===== src/rtl/output_channel_tx_if.sv =====
// rtl/output_channel_tx_if.sv - crossbar-side and link-side signals of the output channel transmitter
// slave is the transmitter itself; master is whatever drives it (crossbar plus downstream ready).
interface output_channel_tx_if;
   logic [63:0] di;
   logic        we;
   logic        full;
   logic        so;
   logic [63:0] dout;
   logic        ri;
   logic        empty;
   logic        ovf;

   modport slave (
      input  di, we, ri,
      output full, so, dout, empty, ovf
   );

   modport master (
      output di, we, ri,
      input  full, so, dout, empty, ovf
   );
endinterface


===== src/rtl/output_channel_tx.sv =====
// rtl/output_channel_tx.sv - router output port: packet FIFO driving a send/ready link
// Optional OUTPUT_CHANNEL_BYPASS_EN: an empty FIFO forwards a write straight to dout when ri is high.
module output_channel_tx #(
   parameter int DEPTH = 2,
   parameter int AW    = 1
) (
   input  logic               clk_i,
   input  logic               reset_i,
   output_channel_tx_if.slave bus
);
   localparam logic [AW:0] FULL_CNT = (AW+1)'(DEPTH);

   logic [63:0]   mem_q [DEPTH];
   logic [AW-1:0] wr_ptr_q, wr_ptr_d;
   logic [AW-1:0] rd_ptr_q, rd_ptr_d;
   logic [AW:0]   count_q, count_d;
   logic          so_q, so_d;
   logic [63:0]   dout_q, dout_d;
   logic          ovf_q, ovf_d;
   logic          full, empty, wr_en, pop, byp;

   // Status comes only from registered count, never from we or ri.
   assign full  = (count_q == FULL_CNT);
   assign empty = (count_q == '0);

   always_comb begin
      wr_ptr_d = wr_ptr_q;
      rd_ptr_d = rd_ptr_q;
      count_d  = count_q;
      dout_d   = dout_q;
      ovf_d    = ovf_q;
      so_d     = 1'b0;
      byp      = 1'b0;
`ifdef OUTPUT_CHANNEL_BYPASS_EN
      byp      = empty && bus.we && bus.ri;
`else
      byp      = 1'b0;
`endif
      // Accept uses full before the edge, so a same-edge pop never frees room.
      wr_en    = bus.we && !full && !byp;
      pop      = !empty && bus.ri;

      if (bus.we && full)
         ovf_d = 1'b1;
      if (wr_en)
         wr_ptr_d = wr_ptr_q + AW'(1);
      if (pop) begin
         rd_ptr_d = rd_ptr_q + AW'(1);
         dout_d   = mem_q[rd_ptr_q];
         so_d     = 1'b1;
      end else if (byp) begin
         dout_d   = bus.di;
         so_d     = 1'b1;
      end

      case ({wr_en, pop})
         2'b10:   count_d = count_q + (AW+1)'(1);
         2'b01:   count_d = count_q - (AW+1)'(1);
         default: count_d = count_q;
      endcase
   end

   always_ff @(posedge clk_i or posedge reset_i) begin
      if (reset_i) begin
         wr_ptr_q <= '0;
         rd_ptr_q <= '0;
         count_q  <= '0;
         so_q     <= 1'b0;
         dout_q   <= '0;
         ovf_q    <= 1'b0;
      end else begin
         wr_ptr_q <= wr_ptr_d;
         rd_ptr_q <= rd_ptr_d;
         count_q  <= count_d;
         so_q     <= so_d;
         dout_q   <= dout_d;
         ovf_q    <= ovf_d;
      end
   end

   always_ff @(posedge clk_i) begin
      if (wr_en)
         mem_q[wr_ptr_q] <= bus.di;
   end

   assign bus.full  = full;
   assign bus.empty = empty;
   assign bus.so    = so_q;
   assign bus.dout  = dout_q;
   assign bus.ovf   = ovf_q;
endmodule


===== src/flat_wrapper.sv =====
// flat-port wrapper written by rule: the top's interface ports become plain ports
module output_channel_tx_flat 
#(
   parameter int DEPTH = 2,
   parameter int AW    = 1
)
  (clk_i, reset_i, bus_di, bus_we, bus_ri, bus_full, bus_so, bus_dout, bus_empty, bus_ovf);
  output_channel_tx_if bus_i ();
  input  logic clk_i;
  input  logic reset_i;
  input wire logic [$bits(bus_i.di)-1:0] bus_di;
  input wire logic [$bits(bus_i.we)-1:0] bus_we;
  input wire logic [$bits(bus_i.ri)-1:0] bus_ri;
  output wire logic [$bits(bus_i.full)-1:0] bus_full;
  output wire logic [$bits(bus_i.so)-1:0] bus_so;
  output wire logic [$bits(bus_i.dout)-1:0] bus_dout;
  output wire logic [$bits(bus_i.empty)-1:0] bus_empty;
  output wire logic [$bits(bus_i.ovf)-1:0] bus_ovf;
  assign bus_i.di = bus_di;
  assign bus_i.we = bus_we;
  assign bus_i.ri = bus_ri;
  assign bus_full = bus_i.full;
  assign bus_so = bus_i.so;
  assign bus_dout = bus_i.dout;
  assign bus_empty = bus_i.empty;
  assign bus_ovf = bus_i.ovf;
  output_channel_tx #(.DEPTH(DEPTH), .AW(AW)) u_core (.clk_i(clk_i), .reset_i(reset_i), .bus(bus_i));
endmodule

===== config.mk =====
export PLATFORM = sky130hd
export DESIGN_NAME = output_channel_tx_flat
export DESIGN_NICKNAME = d
export VERILOG_FILES = /design/src/rtl/output_channel_tx_if.sv /design/src/rtl/output_channel_tx.sv /design/src/flat_wrapper.sv
export SDC_FILE = /design/constraint.sdc
export NUM_CORES = 1
export LEC_CHECK = 0
export ABC_AREA = 1
export CORE_MARGIN = 2
export CORE_UTILIZATION = 25
export DETAILED_ROUTE_END_ITERATION = 10
export PLACE_DENSITY_LB_ADDON = 0.08
export REMOVE_ABC_BUFFERS = 1
export SLEW_MARGIN = 30
export SYNTH_ARGS = -nofsm -noshare
export SYNTH_HDL_FRONTEND = slang
export SYNTH_SLANG_ARGS = --single-unit

===== constraint.sdc =====
create_clock -name clk_i -period 11.4 [get_ports clk_i]
set_input_delay 2.85 -clock clk_i [delete_from_list [all_inputs] [get_ports clk_i]]
set_output_delay 2.85 -clock clk_i [all_outputs]
set_load 0.03 [all_outputs]

==> flow_metrics.py <==
metrics = {
    "outcome": {
        "status": "completed",
    },
    "synth": {
        "syn_area_per_cell_um2": 11.5,
        "seq_area_frac_synth": 0.761,
        "async_flop_share": 0.354,
        "synth-edff-count": 128,
        "syn-instance-count": 641,
        "ys_dominant_reg_cell": "edfxtp_1",
        "synth_area_leader_cell": "edfxtp_1",
        "yosysUniqueCellTypes": 16,
        "yosysMostFrequentCell": "nand2_1",
        "synthesis.area_um2": 7360,
        "synthTopCellsByCount": "nand2_1, edfxtp_1, dfrtp_1",
        "yosysWarnings": 0,
        "yosys-top-cells-area": "edfxtp_1, dfrtp_1, nand2_1, buf_2, buf_6",
        "synth_top_cell_area_share": 0.523,
        "ys_ff_latch": 198,
    },
    "detailed_routing": {
        "num_vias": 4639,
        "vias_per_cell": 3.96,
        "drt-initial-drc-count": 212,
        "wire_per_inst_um": 14.7,
        "first_pass_iters": 6,
        "wirelength_um": 17200,
        "ant_nets": 0,
        "post-route-drc-count": 0,
    },
    "finish": {
        "fin_area_um2": 9690,
        "n_antenna_cell": 0,
        "nets": 843,
        "layout-drive-gt1-share": 0.0584,
        "syn_to_final_growth_pct": 31.8,
    },
    "flow_run": {
        "max_cap_violations": 0,
    },
    "setup_path": {
        "crit_path_end_kind": "output port",
        "critPathKind": "reg -> out",
        "rr_worst_depth": 7,
        "path_max_fanout": 5,
        "cp_data_arrival_time_ps": 1800,
        "startpoint_type": "flip-flop",
        "required_ps": 8550,
    },
    "clock_network": {
        "clockBufferDepth": 2,
        "clk_pin_slew_ps": 80,
        "cts-root-buf": "clkbuf_16",
        "clock_latency_ps": 430,
        "cts_htree_levels": 4,
        "postCtsResizedCells": 0,
        "cts.sinks": 198,
        "cts_hold_buf": 0,
        "cts_setup_buffers": 0,
        "cts_tree": "done",
        "cts_buffers": 17,
    },
    "global_route": {
        "grt_max_degree": 71,
        "antenna_found_initial": 1,
        "grt_pass1_vias": 4802,
        "grt_pass1_wl_um": 27100,
        "grt_use_total": 0.116,
        "gr-total-overflow": 0,
    },
    "floorplan": {
        "ios": 136,
        "die_height_um": 176,
        "start_util": 0.255,
        "die_w_um": 176,
        "core_um2": 28900,
        "num_rows": 62,
        "dieArea_um2": 30800,
    },
    "timing": {
        "tightest_slew_ps": 837,
        "setup_violations": 0,
        "rsz0062_at_grt": "no",
        "fmax_mhz": 215,
        "hold_violations": 0,
        "tns_ps": 0,
        "fin_skew_ps": 21.1,
        "fin_crit_ps": 4650,
        "maxSlewViolCount": 0,
        "slew_headroom": 0.442,
        "finalCritPeriodShare": 0.408,
    },
    "power_and_ir_drop": {
        "pwr_density_cell_nw_per_um2": 277,
        "irDropWorstVdd_uv": 144,
        "p_leak_nw": 4.12,
    },
    "place": {
        "place_area_um2": 9100,
        "hpwl_um": 9550,
        "portBuffers": 135,
        "globalplace.congestion": 0.685,
    },
    "min_path": {
        "hold_path.class": "reg -> reg",
        "hold_path_depth": 1,
    },
}
cells in the final DEF (no fill, tap or decap), drive strengths merged:
cell / instances
nand2: 395
clkdlybuf4s50: 135
edfxtp: 128
dfrtp: 70
clkbuf: 18
inv: 17
buf: 7
clkinv: 6
nand3: 2
nor2: 2
xnor2: 1
o21ai: 1
nand4: 1
a21o: 1
ha: 1
bufinv: 1
clkinvlp: 1
worst max-delay path, stage by stage, from the launching register on:
cell,delay [ps]
dfrtp_1,430
nor2_1,220
clkdlybuf4s50_1,720
report_power, final:
part           switching, mW  leakage, nW  total [mW]  internal (mW)
Clock                  0.292        0.287       0.606          0.314
Sequential            0.0992         2.06        1.10           1.00
Combinational          0.634         1.78       0.972          0.339
Total                   1.02         4.12        2.68           1.66
cell type report:
| type | count | area (um2) |
|---|---|---|
| fill | 2944 | 19200 |
| sequential | 198 | 5600 |
| multi-input combinational | 404 | 1560 |
| timing repair buffer | 142 | 1420 |
| tap | 384 | 480 |
| clock buffer | 18 | 429 |
| clock inverter | 14 | 163 |
| inverter | 11 | 43.8 |
sequential cells by signal, indices dropped and copies added, names as in the netlist:
| register | count |
|---|---|
| u_core.bus.so | 1 |
| u_core.mem_q | 128 |
| u_core.wr_ptr_q | 1 |
| u_core.bus.dout | 64 |
| u_core.rd_ptr_q | 1 |
| u_core.bus.ovf | 1 |
| u_core.count_q | 2 |
worst paths after layout:
| kind | endpoint | from | slack (ps) |
|---|---|---|---|
| hold reg to reg | u_core.bus.ovf | u_core.bus.ovf | 460 |
| hold / removal | u_core.bus.ovf | u_core.bus.ovf | 460 |
| max in group asynchronous | u_core.rd_ptr_q | reset_i | 7950 |
| setup reg to reg | u_core.bus.dout[62] | u_core.count_q[0] | 9190 |
| min in group asynchronous | u_core.bus.dout[15] | reset_i | 2940 |
| setup / recovery | bus_full | u_core.count_q[0] | 6750 |
logic make-up after synthesis:
logic type,after synthesis,synth area share
DFF,198,0.761
adders and majority gates,1,0.00170
and+or+nand+nor,400,0.205
AOI/OAI and AO/OA,2,0.00170
buffers and inverters,39,0.0293
xor gates and xnor gates,1,0.00119
layer usage:
metal / vias up / part of all wire / track usage
li1: 2314 / - / -
met1: 2220 / 0.46 / 0.148
met2: 94 / 0.49 / 0.196
met3: 11 / 0.043 / 0.0303
met4: 0 / 0.0093 / 0.0310
met5: - / 0 / 0
per-stage QoR:
step	setup slack, ps	utilization	hold WS, ps	power, mW	cells
after floorplan	5240	-	442	1.68	613
after global placement	6340	0.314	438	2.10	1138
after detailed placement	6330	0.315	455	2.12	1139
after CTS	6710	0.336	472	2.74	1171
after global routing	6580	0.336	491	2.86	1171
final	6750	0.336	464	2.68	1171
(Power assumes the default switching activity.)
